## src/rtl/instr_encoder.sv

```systemverilog
// MIPS-style instruction encoder: turns encode requests into 32-bit words and
// writes them to instruction memory at an auto-incrementing byte pointer.
module instr_encoder (
  input  logic        clk_i,
  input  logic        rst_i,
  input  logic        load_base_i,
  input  logic [31:0] base_addr_i,
  input  logic        req_valid_i,
  output logic        req_ready_o,
  input  logic [2:0]  kind_i,
  input  logic [4:0]  rs_i,
  input  logic [4:0]  rt_i,
  input  logic [4:0]  rd_i,
  input  logic [4:0]  shamt_i,
  input  logic [5:0]  funct_i,
  input  logic [15:0] imm_i,
  input  logic [31:0] target_i,
  output logic        mem_we_o,
  output logic [31:0] mem_addr_o,
  output logic [31:0] mem_wdata_o,
  input  logic        mem_ready_i,
  output logic        err_o,
  output logic [15:0] count_o
);

  typedef enum logic [1:0] {
    IDLE  = 2'd0,
    WRITE = 2'd1,
    ERR   = 2'd2
  } state_t;

  state_t      state;
  state_t      state_next;
  logic [31:0] ptr;
  logic [31:0] diff;
  logic [31:0] offset;
  logic [31:0] word;
  logic        legal;

  // Word encoding and legality; branch offsets are relative to ptr + 4
  always_comb begin
    word   = '0;
    legal  = 1'b1;
    diff   = target_i - (ptr + 32'd4);
    offset = $signed(diff) >>> 2;
    case (kind_i)
      3'd0: word = {6'h00, rs_i, rt_i, rd_i, shamt_i, funct_i};
      3'd1, 3'd2: begin
        legal = (target_i[1:0] == 2'b00) &&
                ((offset[31:15] == '0) || (offset[31:15] == '1));
        word  = {(kind_i == 3'd1) ? 6'h04 : 6'h05, rs_i, rt_i, offset[15:0]};
      end
      3'd3: word = {6'h08, rs_i, rt_i, imm_i};
      3'd4: word = {6'h09, rs_i, rt_i, imm_i};
      3'd5: word = {6'h0F, 5'd0, rt_i, imm_i};
      default: legal = 1'b0;
    endcase
  end

  always_ff @(posedge clk_i or negedge rst_i) begin
    if (!rst_i) state <= IDLE;
    else        state <= state_next;
  end

  // A base load in IDLE takes priority and swallows any simultaneous request
  always_comb begin
    state_next = state;
    case (state)
      IDLE: begin
        if (!load_base_i && req_valid_i)
          state_next = legal ? WRITE : ERR;
      end
      WRITE: begin
        if (mem_ready_i) state_next = IDLE;
      end
      ERR:     state_next = IDLE;
      default: state_next = IDLE;
    endcase
  end

  always_ff @(posedge clk_i or negedge rst_i) begin
    if (!rst_i) begin
      ptr         <= '0;
      count_o     <= '0;
      mem_addr_o  <= '0;
      mem_wdata_o <= '0;
    end else begin
      case (state)
        IDLE: begin
          if (load_base_i) begin
            ptr     <= base_addr_i & 32'hFFFF_FFFC;
            count_o <= '0;
          end else if (req_valid_i && legal) begin
            mem_addr_o  <= ptr;
            mem_wdata_o <= word;
          end
        end
        WRITE: begin
          if (mem_ready_i) begin
            ptr <= ptr + 32'd4;
            if (count_o != 16'hFFFF) count_o <= count_o + 16'd1;
          end
        end
        default: ;
      endcase
    end
  end

  assign req_ready_o = (state == IDLE);
  assign mem_we_o    = (state == WRITE);
  assign err_o       = (state == ERR);

endmodule

```

## config.mk

```make
export PLATFORM = sky130hd
export DESIGN_NAME = instr_encoder
export DESIGN_NICKNAME = d
export VERILOG_FILES = /design/src/rtl/instr_encoder.sv
export SDC_FILE = /design/constraint.sdc
export NUM_CORES = 1
export LEC_CHECK = 0
export CORE_AREA = 2 2 131 133
export DETAILED_ROUTE_END_ITERATION = 7
export DIE_AREA = 0 0 133 135
export GPL_ROUTABILITY_DRIVEN = 0
export PLACE_DENSITY = 0.76
export SYNTH_ARGS = -nofsm -noshare
export SYNTH_HDL_FRONTEND = slang
export SYNTH_SLANG_ARGS = --single-unit
```

## constraint.sdc

```tcl
create_clock -name clk_i -period 6.8 [get_ports clk_i]
set_input_delay 1.36 -clock clk_i [delete_from_list [all_inputs] [get_ports clk_i]]
set_output_delay 1.36 -clock clk_i [all_outputs]
set_load 0.02 [all_outputs]
```

==> results by stage, run 1 <==
Detailed routing:
- The post-detailed-route DRC marker count is 0.
- Dividing the detail-routed wire length by the instance count gives 16.9 um.
- The routed layout has 7592 vias.
- For this block, the initial DRC count from the detailed router was 494.
- The pre-antenna-repair detailed-routing pass consisted of 5 iterations.
- The remaining number of nets flagged by the antenna check after routing is 0.
- The total detailed-routing wirelength is 22.7 mm.
- Using the TritonRoute via totals, the vias-per-cell ratio works out to 5.67.

STA:
- The final clock period utilization by the worst path is 88.9%.
- For the pin with the worst max-slew slack, the measured transition is 1.07 ns.
- The clock skew after layout is 0.0120 ns.
- The number of pins with negative max-slew slack in the final report is 0.
- The total negative slack for setup checks is 0 ns.
- Setup violations remaining at the end of the flow were counted as 0.
- The worst pin sits at a relative slew slack of 27.9%.
- The worst path in the final design needs a cycle of 6.05 ns, including I/O delays and setup.
- For this run, the top clock speed supported by timing is 165 MHz.
- The worst path setup slack after routing is 0.755 ns.
- Setup repair after global routing left no endpoint under its margin.
- The number of failing hold endpoints at the final stage was 0.
- Across all hold checks on the routed design, the worst slack comes to 0.511 ns.

Floorplanning:
- The die area is 18000 um^2.
- The initialized floorplan defines 47 standard-cell rows.
- The die is 135 um tall.
- 197 I/O pins were placed.
- Once the floorplan was initialized, standard cells occupied 50.2% of the core.
- The overall die width is 133 um.
- After floorplanning, the core was sized to cover 16400 um^2.

GRT:
- The first-pass GRT wire length is 36.8 mm.
- The initial antenna violation count came to 0.
- For this run, the total global-route usage over all layers was measured as 25.5%.
- The maximum number of pins on one net before global-route repair is 65.
- The number of global-route vias before repair came to 6999.
- The overflow left after global routing is 0.

Finish:
- 0 antenna diodes ended up in the layout.
- The area growth from synthesis to layout is 27.7%.
- After filler insertion, the fill cell instance count of the layout stands at 1371.
- After routing the design area is 10500 um^2.
- The library cell used most frequently in the layout, excluding fill and tap cells, is sky130_fd_sc_hd__clkdlybuf4s50_1.
- The utilization of the core after routing is 64.2%.
- The ratio of cells with drive above 1 in the final layout is 8.58%.
- After the last flow step, the layout net total stands at 1253.
- Leaving out fill and tap cells, the most frequent cells in the layout are sky130_fd_sc_hd__clkdlybuf4s50_1, sky130_fd_sc_hd__nand2_1, sky130_fd_sc_hd__dfrtp_1.

Logic synthesis:
- The number of synthesized register bits is 108.
- A synthesized cell averages 8.58 um^2.
- By area, the combinational part of the netlist is dominated by compound AO/OA/AOI/OAI gates.
- The number of distinct library cells after synthesis is 78.
- The portion of synthesized area spent on multiplexers is 8.94%.
- The share of the synthesized area in compound gates (AO/OA/AOI/OAI) is 20.5%.
- The synthesized netlist devotes 19.6% of its cell area to simple gates.
- In this run the cell area of the synthesized design comes to 8240 um^2.
- Counting flops with an async set or reset pin after synthesis yields a share of 100%.
- Sequential cells were found to cover 32.8% of the synthesized design area.
- The adder and majority cell fraction of the synthesized area is 4.69%.
- The number of flops mapped to enable cells by yosys is 0.
- The cell count after synthesis came out at 961.
- During synthesis, Yosys emitted a total of 0 warnings.
- The most used flip-flop cell after synthesis is sky130_fd_sc_hd__dfrtp_1.
- The xor/xnor share of the synthesized area is 8.04%.

Place:
- Summed over all nets, the half-perimeter wirelength after detailed placement is 17.0 mm.
- During placement, the flow inserted port buffers numbering 190.
- Summing all placed instances gives a cell area of 10200 um^2.
- Timing analysis after detailed placement gives a worst setup slack of 0.771 ns.

Run:
- The number of maximum-capacitance constraint violations is 0.

Clocking:
- The number of buffers inserted during clock tree synthesis is 9.
- The number of gates resized after CTS was 0.
- No sink is reached through more buffers than the 2 on the longest clock path.
- The number of levels in the clock H-tree is 3.
- TritonCTS built the clock tree.
- The source-to-sink clock delay at the later pin of the worst-skew pair is 0.37 ns.
- The clock root buffer is sky130_fd_sc_hd__clkbuf_16.
- Clock-pin slew was measured on the worst setup and hold paths at 0.08 ns.
- The clock drives 108 sinks.
- After clock tree synthesis, the flow added hold-fix buffers numbering 0.
- The post-CTS repair timing setup buffer count is 0.

Worst setup path:
- The cell with the largest stage delay on the worst path is sky130_fd_sc_hd__o21ai_4.
- Grouping stages by cell kind, the critical path spends the most delay in simple AND/OR/NAND/NOR gates.
- Counting both buffers and inverters, the worst setup path holds a total of 1.
- Setup slack on the worst reg-to-reg path comes out at 0.75 ns.
- The startpoint identified for the worst register-to-register timing path is ptr[3]$_DFFE_PN0P_.
- The depth of the worst register-to-register path is 20.
- For the worst setup path, the data required time is 7.06 ns.
- The largest single stage delay on the critical path is 0.50 ns.
- The critical path is of the reg2reg type.
- The worst path arrival time is 6.30 ns.
- The signal on the critical path passes through ha_1 > nand4_4 > nor4_4 > and2_1 > nand3_1 > nor2_1 > and3_1 > nand3_1 > xor2_1 > ha_1 > a21oi_1 > o21ai_0 > a31oi_1 > nor2_1 > nor4_2 > and4b_1 > mux2_4 > o21ai_4 > buf_12 > mux2_2.
- The endpoint identified for the worst register-to-register timing path is mem_addr_o[9]$_DFFE_PN0P_.
- The worst setup path is captured at a flip-flop.
- Along the worst path, the maximum fanout reaches 25.
- The startpoint type of the worst setup path is a flip-flop.

Status:
- The run finished with clean final reports.

Hold path:
- In this run the most critical hold path is launched from mem_addr_o[10]$_DFFE_PN0P_.
- The worst min-delay path class is reg2reg.
- The number of stages on the worst hold path is 1.
- The endpoint of the worst hold path is mem_addr_o[10]$_DFFE_PN0P_.

Power:
- Summed over all cells, the static leakage comes to 0.00443 uW.
- The maximum ir drop on the vdd rail is 279 uV.
- Dividing total power by cell area gives a power density of 315 nW/um^2.
==> where the power goes <==
| part | switching (uW) | leakage [uW] | internal [uW] |
|---|---|---|---|
| sequential | 181 | 0.00134 | 837 |
| clock | 272 | 0.000145 | 269 |
| combinational | 926 | 0.00294 | 829 |
==> layer usage <==
layer	GRT usage, %	routed length (um)
met2	40.3	10300
met3	4.05	1310
met4	6.09	355
met5	0	0
met1	36.6	10800
==> Yosys cell counts (all sizes together), types with 6 or more instances <==
cell    instances  area (um^2)
nor2b           7         43.8
o21ai          76          392
clkbuf         39          148
and2            8         50.1
a31oi          12         81.3
buf            22          163
o211ai         16          120
or3            12         75.1
a21oi          70          358
a22oi          10         75.1
xnor2          41          359
nand4          12          105
dfrtp         108         2700
ha             25          313
a41oi           6         60.1
nor2           69          259
or4             7         52.6
nor3           18         95.1
o22ai           8         50.1
maj3            7         73.8
mux2i          14          140
nor4            6         80.1
mux2           47          597
inv            33          124
a21o           15          113
nand3          37          190
nand2         123          462
a211oi         11         82.6
xor2           27          236
and3           10         62.6
==> sequential cells by signal, indices dropped and copies added (netlist names) <==
name         count
ptr             30
count_o         16
state            2
mem_wdata_o     30
mem_addr_o      30
==> cell families (layout without fill, tap and decap cells) <==
group / after synthesis / count (layout)
flops: 108 / 108
xor+xnor: 71 / 71
other cells: 1 / 4
mux: 61 / 61
fa+ha+maj: 32 / 32
compound gates: 265 / 265
buf+inv: 97 / 252
simple gates: 326 / 326
==> layout make-up <==
cell class              instances  area, um^2  share of cell area, %
well taps                     220         275                   2.62
clock buffers                  10         239                   2.27
inverters                      36         135                   1.28
flip-flops and latches        108        2700                   25.7
repair buffers                200        2000                   19.0
clock inverters                 6        61.3                  0.583
multi-input cells             759        5110                   48.6
==> through the flow <==
step,std cells,total power [uW]
CTS,1339,3320
detailed placement,1323,2770
global placement,1323,2730
global route,1339,3530
finish,1339,3310
floorplan,964,2140
==> worst max path at each step <==
stage / from / to / slack (ns) / depth (start not counted)
after global placement: target_i[3] / mem_addr_o[8]$_DFFE_PN0P_ / 0.82 / 16
after CTS: ptr[3]$_DFFE_PN0P_ / mem_addr_o[9]$_DFFE_PN0P_ / 0.77 / 20
after global routing: ptr[3]$_DFFE_PN0P_ / mem_addr_o[9]$_DFFE_PN0P_ / 0.30 / 20
final: ptr[3]$_DFFE_PN0P_ / mem_addr_o[9]$_DFFE_PN0P_ / 0.75 / 20
after floorplan: target_i[11] / mem_addr_o[2]$_DFFE_PN0P_ / 1.78 / 16
after detailed placement: target_i[2] / mem_addr_o[9]$_DFFE_PN0P_ / 0.77 / 16
Power figures use the tool's default switching activity.
==> inputs of run 2 (changes only) <==
==> config.mk (replaced) <==
export PLATFORM = sky130hd
export DESIGN_NAME = instr_encoder
export DESIGN_NICKNAME = d
export VERILOG_FILES = /design/src/rtl/instr_encoder.sv
export SDC_FILE = /design/constraint.sdc
export NUM_CORES = 1
export LEC_CHECK = 0
export CORE_AREA = 2 2 147 149
export DETAILED_ROUTE_END_ITERATION = 7
export DIE_AREA = 0 0 149 151
export GPL_ROUTABILITY_DRIVEN = 0
export PLACE_DENSITY = 0.62
export SLEW_MARGIN = 20
export SYNTH_ARGS = -nofsm -noshare
export SYNTH_HDL_FRONTEND = slang
export SYNTH_SLANG_ARGS = --single-unit
==> run 2 against run 1 <==
Combinational power about the same. Highest routed layer unchanged. Critical path depth unchanged. Clock power increased by 22%. Core utilization decreased by 13 points. First-iteration DRC count down 11%. Critical endpoint is now mem_addr_o[20]$_DFFE_PN0P_. Cell area up 1.3%. Largest power group unchanged.
==> results by stage, run 2 (same netlist as run 1, synthesis figures left out) <==
Status:
- The run finished with clean final reports.

Worst setup path:
- STA puts the critical path data arrival time at 5.99 ns.
- At the worst endpoint, the required time is 7.04 ns.
- The endpoint identified for the worst register-to-register timing path is mem_addr_o[20]$_DFFE_PN0P_.
- In this run the register-to-register setup slack is 1.05 ns.
- The worst setup path is launched from a flip-flop.
- The depth of the worst register-to-register path is 20.
- By startpoint and endpoint, the worst setup path is classified as reg2reg.
- The largest fanout on the critical path is 22.
- The worst register-to-register path begins at ptr[3]$_DFFE_PN0P_.
- The kind of capture point of the worst setup path is a flip-flop.

GRT:
- For met1 alone, demand over resource in global routing was 31.5%.
- The overflow left after global routing is 0.
- The number of global-route vias before repair is 7238.
- The met3 layer usage reported by global route is 3.43%.
- The first-pass GRT wire length is 38.7 mm.
- met2 is the most crowded layer.
- The initial antenna violation count is 0.
- For this run, the total global-route usage over all layers was measured as 21.4%.
- The met2 routing resource usage after global routing is 33.0%.
- Entering global routing, the biggest net connects 62 pins.

Hold path:
- The path with the worst hold slack has its endpoint at mem_addr_o[8]$_DFFE_PN0P_.
- The min-delay analysis places its worst path in the category reg2reg.
- The worst hold path begins at mem_addr_o[8]$_DFFE_PN0P_.
- The number of stages on the worst hold path is 1.

Clocking:
- The clock-pin slew on the worst setup and hold paths is 0.07 ns.
- The source-to-sink clock delay at the later pin of the worst-skew pair is 0.36 ns.
- CTS placed an instance of sky130_fd_sc_hd__clkbuf_16 at the clock tree root.
- The TritonCTS clock tree is done.
- The maximum buffer depth of the clock tree is 2.
- Once the clock tree was built, the resizer swapped 0 gates to a different size.
- The number of buffers inserted during clock tree synthesis is 9.
- The number of levels in the clock H-tree is 3.
- The number of hold-repair buffers added at the cts stage is 0.
- The clock sink total is 108.
- After clock tree synthesis, the setup repair step added 0 buffers.

Place:
- Once detailed placement completed, the half-perimeter wirelength came to 17.8 mm.
- In this run the tool buffered the top-level ports with 190 buffer cells.
- Once placement finished, the instance area stood at 10300 um^2.

STA:
- For the final routed database, the setup TNS stands at 0 ns.
- The number of pins with negative max-slew slack in the final report was 0.
- The clock skew after layout is 0.0136 ns.
- The number of failing setup endpoints in the final timing report is 0.
- The final clock period utilization by the worst path is 84.5%.
- The number of failing hold endpoints at the final stage was 0.
- In this run the tightest slew margin relative to its limit is 36.4%.
- For the pin with the worst max-slew slack, the measured transition is 0.941 ns.
- The clock period could shrink to 5.75 ns.
- The maximum operating frequency is 174 MHz.
- The worst hold margin is 0.508 ns.
- Setup repair after global routing left no endpoint under its margin.

Floorplanning:
- The placement row count is 53.
- The initial core utilization is 39.6%.
- The core outline area is 20800 um^2.
- The I/O pin total is 197.
- The overall die width is 149 um.
- The die area is 22500 um^2.
- The die is 151 um tall.

Finish:
- The most common cell after layout, fill and taps aside is sky130_fd_sc_hd__clkdlybuf4s50_1.
- In the layout the commonest cells are sky130_fd_sc_hd__clkdlybuf4s50_1, sky130_fd_sc_hd__nand2_1, sky130_fd_sc_hd__dfrtp_1.
- The design area is 10700 um^2.
- The largest registers in the layout are mem_addr_o: 30 flops, mem_wdata_o: 30 flops, ptr: 30 flops.
- The flip-flop and latch area is 2700 um^2.
- The growth of design area from synthesis to finish is 29.4%.
- The multi-input gate area in the final layout is 5120 um^2.
- At the end of the flow, the number of nets in the layout was 1253.
- The number of antenna diodes in the final layout is 0.
- Counting the fill cells in the layout gives 1981.
- Of the cells placed in the final design, the portion with a size suffix greater than 1 is 8.67%.
- The utilization of the core after routing is 51.2%.

Power:
- Summed over all cells, the static leakage comes to 0.00446 uW.
- The overall power consumption is 3430 uW.
- The power density of the placed cells is 322 nW/um^2.
- VDD sags by at most 195 uV.

Detailed routing:
- In the final routed layout, each cell accounts on average for 16.9 um.
- The total via count after detailed routing is 7577.
- The total detailed-routing wirelength is 23.5 mm.
- The first-iteration detailed-routing DRC count is 440.
- The first TritonRoute pass finished after 5 iterations.
- The remaining number of nets flagged by the antenna check after routing is 0.
- The post-detailed-route DRC marker count is 0.
- Using the TritonRoute via totals, the vias-per-cell ratio works out to 5.44.

Run:
- Across the run, the number of max-cap violations was 0.
run 2: cell count changes in the layout (fill, tap and decap cells not counted):
cell | previous run | this run
sky130_fd_sc_hd__inv_8 | 1 | 0
sky130_fd_sc_hd__clkinv_2 | 0 | 1
sky130_fd_sc_hd__clkinv_4 | 0 | 1
sky130_fd_sc_hd__bufinv_16 | 0 | 4
sky130_fd_sc_hd__nor4b_2 | 0 | 1
sky130_fd_sc_hd__nor4b_1 | 2 | 1
sky130_fd_sc_hd__buf_12 | 2 | 1
sky130_fd_sc_hd__clkinvlp_4 | 1 | 0
sky130_fd_sc_hd__inv_6 | 3 | 0
sky130_fd_sc_hd__buf_4 | 9 | 10
sky130_fd_sc_hd__clkbuf_8 | 1 | 0
run 2: worst max-delay path by stage:
stage	to	slack (ns)	startpoint	cells past startpoint
after floorplan	mem_addr_o[2]$_DFFE_PN0P_	1.78	target_i[11]	16
after CTS	mem_addr_o[20]$_DFFE_PN0P_	1.06	ptr[3]$_DFFE_PN0P_	20
final	mem_addr_o[20]$_DFFE_PN0P_	1.05	ptr[3]$_DFFE_PN0P_	20
after global routing	mem_addr_o[16]$_DFFE_PN0P_	0.63	ptr[3]$_DFFE_PN0P_	20
after detailed placement	mem_addr_o[17]$_DFFE_PN0P_	1.00	target_i[2]	16
after global placement	mem_addr_o[30]$_DFFE_PN0P_	1.02	target_i[2]	16
run 2: critical path, stage by stage, from the launching register on:
cell,delay [ns]
sky130_fd_sc_hd__dfrtp_1,0.47
sky130_fd_sc_hd__ha_1,0.30
sky130_fd_sc_hd__nand4_4,0.21
sky130_fd_sc_hd__nor4_4,0.41
sky130_fd_sc_hd__and2_1,0.24
sky130_fd_sc_hd__nand2_1,0.08
sky130_fd_sc_hd__xor2_1,0.18
sky130_fd_sc_hd__ha_1,0.41
sky130_fd_sc_hd__and3_1,0.28
sky130_fd_sc_hd__nand4_1,0.13
sky130_fd_sc_hd__nor3b_1,0.31
sky130_fd_sc_hd__o211ai_1,0.18
sky130_fd_sc_hd__a31oi_1,0.42
sky130_fd_sc_hd__a41oi_1,0.20
sky130_fd_sc_hd__xnor2_1,0.21
sky130_fd_sc_hd__and4_1,0.22
sky130_fd_sc_hd__and4b_1,0.19
sky130_fd_sc_hd__mux2_4,0.29
sky130_fd_sc_hd__o21ai_4,0.17
sky130_fd_sc_hd__buf_4,0.33
sky130_fd_sc_hd__mux2_2,0.38
run 2: stage by stage:
| stage | std cells | worst slack, ns |
|---|---|---|
| final | 1394 | 1.05 |
| after global routing | 1394 | 0.632 |
| after CTS | 1394 | 1.06 |
| after detailed placement | 1378 | 1.00 |
| after global placement | 1378 | 1.02 |
| after floorplan | 964 | 1.78 |
run 2: final cells by class:
class / instances / area share [%]
multi-input combinational: 759 / 48.0
sequential: 108 / 25.3
timing repair buffer: 200 / 18.6
tap: 275 / 3.23
clock buffer: 9 / 2.11
clock inverter: 7 / 1.41
inverter: 36 / 1.27
run 2: routing by layer:
layer  vias up  routed length (um)
li1       3782                   -
met1      3567               11600
met2       206               10400
met3        22                1260
met4         0                 303
met5         -                   0
run 2: power by group:
| group | internal (uW) | switching (uW) |
|---|---|---|
| sequential | 837 | 181 |
| combinational | 828 | 927 |
| clock | 401 | 258 |
| total | 2070 | 1370 |
==> inputs of run 3 (changes only) <==
--- a/config.mk
+++ b/config.mk
@@ -9,7 +9,7 @@
 export DETAILED_ROUTE_END_ITERATION = 7
 export DIE_AREA = 0 0 149 151
 export GPL_ROUTABILITY_DRIVEN = 0
-export PLACE_DENSITY = 0.62
+export PLACE_DENSITY = 0.64
 export SLEW_MARGIN = 20
 export SYNTH_ARGS = -nofsm -noshare
 export SYNTH_HDL_FRONTEND = slang
==> constraint.sdc (replaced) <==
create_clock -name clk_i -period 5 [get_ports clk_i]
set_input_delay 1 -clock clk_i [delete_from_list [all_inputs] [get_ports clk_i]]
set_output_delay 1 -clock clk_i [all_outputs]
set_load 0.02 [all_outputs]
==> run 3 against run 2 <==
Routed wire length grew 7.3%. Setup slack lost 0.99 ns. First-iteration DRC count shrank 11%. Highest routed layer unchanged. Critical path type is now in2reg. Register-to-register slack lost 0.97 ns. Final cell count grew 9.7%. Die area is the same.
==> results by stage, run 3 (same netlist as run 1, synthesis figures left out) <==
Status:
- The flow ran to the end, and the final reports show no timing, DRC or antenna violations.

STA:
- The worst slew margin relative to its limit is 28.9%.
- The number of failing setup endpoints in the final timing report is 0.
- The transition time at the pin with the least slew margin is 1.07 ns.
- The worst path in the final design needs a cycle of 4.94 ns, including I/O delays and setup.
- The number of pins with negative max-slew slack in the final report is 0.
- The worst path uses 98.9% of the clock period.
- Setup repair after global routing could not meet its margin everywhere.
- The number of failing hold endpoints at the final stage is 0.
- Clock skew on the completed layout was measured at 0.0118 ns.
- Derived from the worst setup path, the maximum achievable clock frequency is 202 MHz.
- The total negative slack for setup checks is 0 ns.

GRT:
- The number of global-route vias before repair came to 7516.
- The total global routing track utilization is 21.9%.
- The initial antenna violation count was 0.
- The total overflow left after global routing is 0.
- The first-pass GRT wire length is 39.2 mm.
- Entering global routing, the biggest net connects 53 pins.

Clocking:
- The maximum buffer depth of the clock tree is 2.
- The clock-pin slew on the worst setup and hold paths is 0.07 ns.
- The clock root buffer is sky130_fd_sc_hd__clkbuf_16.
- The number of buffers inserted during clock tree synthesis is 9.
- The clock sink total is 108.
- The H-tree was split into 3 levels.
- The TritonCTS clock tree is done.
- In this run, post-CTS hold repair placed 0 buffers.
- The source-to-sink clock delay at the later pin of the worst-skew pair is 0.36 ns.

Finish:
- The most common cell after layout, fill and taps aside is sky130_fd_sc_hd__clkdlybuf4s50_1.
- For this run, the post-layout net count is 1388.
- In the final layout, the registers with the most flip-flops are mem_addr_o: 30 flops, mem_wdata_o: 30 flops, ptr: 30 flops.
- Of the cells placed in the final design, the portion with a size suffix greater than 1 is 22.4%.
- From synthesis to final layout, the design area changed by 45.8%.
- The number of standard cells in the final layout excluding fillers is 1529.
- The repair_antennas step left the layout with diodes totalling 0.
- The top cell types in the final layout, fill and taps aside, are sky130_fd_sc_hd__clkdlybuf4s50_1, sky130_fd_sc_hd__buf_4, sky130_fd_sc_hd__nand2_1.
- The filler cell count is 1876.

Power:
- In this run the static leakage power is 0.00519 uW.
- In this run the power density over the cells is 421 nW/um^2.
- The share of total power dissipated in combinational logic is 58.8%.
- The clock network burns 14.6% of the power.
- In this run switching power makes up 39.7% of total power.
- Per report_power, the sequential group accounts for 26.6% of the total.
- The maximum ir drop on the vdd rail is 215 uV.
- Cell internal power was estimated by the tool at 3050 uW.
- For this design the total switching power over the nets is 2010 uW.
- Summing internal, switching and leakage power gives 5060 uW.

Worst setup path:
- The most critical setup path has its startpoint at target_i[3].
- STA classifies the critical path endpoint as a flip-flop.
- The startpoint type of the worst setup path is an input pin.
- Among all stages on the critical path, the largest delay is contributed by sky130_fd_sc_hd__or4_4.
- The worst path buffer plus inverter count is 4.
- The worst setup path endpoint is mem_wdata_o[6]$_DFFE_PN0P_.
- The dominant delay contributor by cell family on the critical path is simple AND/OR/NAND/NOR gates.
- In this run the critical register-to-register path is captured at mem_wdata_o[6]$_DFFE_PN0P_.
- The worst setup path is of the in2reg kind.
- The depth of the worst register-to-register path is 20.
- The critical path runs through a total of 18 cells.
- The critical path data required time is 5.25 ns.
- The biggest cell delay along the critical path is 0.52 ns.
- For the worst setup path, the data arrival time is 5.19 ns.
- The largest fanout on the critical path is 8.
- In this run the critical register-to-register path is launched from ptr[2]$_DFFE_PN0P_.
- The critical path goes through clkdlybuf4s50_1 > ha_1 > or3_1 > o22a_1 > and3_4 > o311a_1 > o211ai_1 > buf_4 > a31oi_4 > a21oi_2 > xnor2_2 > or4_4 > nor4_2 > mux2_4 > o21ai_4 > buf_12 > clkbuf_16 > mux2_4.
- The register-to-register setup slack is 0.08 ns.
- The critical path's most frequent cell is sky130_fd_sc_hd__mux2_4.

Floorplanning:
- The initial core utilization is 39.6%.
- The overall die width is 149 um.
- The core outline area is 20800 um^2.
- The I/O pin total is 197.
- The placement row count is 53.
- The y dimension of the die is 151 um.
- The die covers 22500 um^2.

Detailed routing:
- The total detailed-routing wirelength is 25.2 mm.
- The first detailed-routing pass ran for 5 iterations.
- The remaining number of nets flagged by the antenna check after routing is 0.
- The first-iteration detailed-routing DRC count is 392.
- The routed via count divided by cell count is 5.28.
- The routed length per placed instance is 16.5 um.
- Across all layers, the routed design uses 8075 vias.
- In the routed design, unresolved DRC markers number 0.

Run:
- The number of maximum-capacitance constraint violations is 0.

Place:
- The half-perimeter wire length after detailed placement is 19.2 mm.
- Input and output buffers added on the ports amount to 190.
- The cell total after placement is 1494.

Hold path:
- The worst min-delay path class is reg2reg.
==> run 3: cell types whose count changed in the layout (fill, tap and decap cells not counted), sizes merged <==
| cell | delta |
|---|---|
| buf | +133 |
| bufinv | -3 |
| clkbuf | +5 |
| clkinv | -1 |
| inv | +1 |
==> run 3: area by class of cell <==
cell class,instances,area [um^2],share of cell area [%]
multi-input combinational,759,5440,45.3
clock buffer,12,236,1.97
clock inverter,4,58.8,0.489
inverter,36,135,1.12
timing repair buffer,335,3100,25.8
tap,275,344,2.86
sequential,108,2710,22.5
==> run 3: timing repair <==
item                                    in CTS  in global routing
pin swaps                                    8                 27
endpoints found under the setup margin      57                 57
gates resized for setup                     18                 54
gates cloned                                 1                  2
setup buffers                                3                 13
==> run 3: how the worst min path moves through the flow <==
stage | slack [ns] | end | from | cells past startpoint
global route | 0.52 | mem_addr_o[6]$_DFFE_PN0P_ | mem_addr_o[6]$_DFFE_PN0P_ | 1
finish | 0.51 | mem_addr_o[17]$_DFFE_PN0P_ | mem_addr_o[17]$_DFFE_PN0P_ | 1
detailed placement | 0.49 | mem_addr_o[31]$_DFFE_PN0P_ | mem_addr_o[31]$_DFFE_PN0P_ | 1
floorplan | 0.50 | ptr[20]$_DFFE_PN0P_ | ptr[20]$_DFFE_PN0P_ | 2
CTS | 0.51 | mem_addr_o[6]$_DFFE_PN0P_ | mem_addr_o[6]$_DFFE_PN0P_ | 1
global placement | 0.49 | mem_addr_o[4]$_DFFE_PN0P_ | mem_addr_o[4]$_DFFE_PN0P_ | 1
==> run 3: power by group through the flow <==
| stage | logic, uW | registers, uW | clock network (uW) |
|---|---|---|---|
| after floorplan | 1350 | 1560 | 0 |
| after global routing | 3210 | 1390 | 788 |
| after global placement | 2740 | 1350 | 0 |
| final | 2980 | 1350 | 738 |
| after CTS | 2820 | 1340 | 755 |
| after detailed placement | 2780 | 1350 | 0 |
==> run 3: stage by stage <==
stage | setup WS [ns] | area [um^2] | util, % | hold WS [ns]
final | 0.0562 | 12000 | 57.7 | 0.511
after global routing | -0.0875 | 12000 | 57.7 | 0.520
after CTS | 0.00203 | 11600 | 55.8 | 0.514
after detailed placement | -0.321 | 11200 | 53.6 | 0.493
after global placement | -0.245 | 11200 | 53.6 | 0.490
after floorplan | 0.0330 | 8250 | - | 0.500
==> run 3: worst reg2reg max path, stage by stage, from the launching register on <==
cell and delay, ns:
sky130_fd_sc_hd__dfrtp_2 0.44, sky130_fd_sc_hd__buf_4 0.17, sky130_fd_sc_hd__nand4_1 0.15, sky130_fd_sc_hd__nor2_2 0.18, sky130_fd_sc_hd__nand3_1 0.13, sky130_fd_sc_hd__xor2_2 0.18
sky130_fd_sc_hd__ha_1 0.32, sky130_fd_sc_hd__and2_1 0.21, sky130_fd_sc_hd__a41o_1 0.25, sky130_fd_sc_hd__maj3_1 0.38, sky130_fd_sc_hd__a41oi_2 0.21, sky130_fd_sc_hd__o21ai_1 0.13
sky130_fd_sc_hd__nor3_1 0.18, sky130_fd_sc_hd__o21ai_0 0.14, sky130_fd_sc_hd__or4_4 0.54, sky130_fd_sc_hd__nor4_2 0.27, sky130_fd_sc_hd__mux2_4 0.21, sky130_fd_sc_hd__o21ai_4 0.06
sky130_fd_sc_hd__buf_12 0.19, sky130_fd_sc_hd__clkbuf_16 0.18, sky130_fd_sc_hd__mux2_4 0.30
==> run 3: layer usage <==
metal / track usage, % / vias up / routed length (um)
met3: 2.50 / 28 / 1170
li1: - / 4040 / -
met5: 0 / - / 0
met4: 6.19 / 0 / 478
met1: 31.9 / 3805 / 12300
met2: 34.4 / 202 / 11200
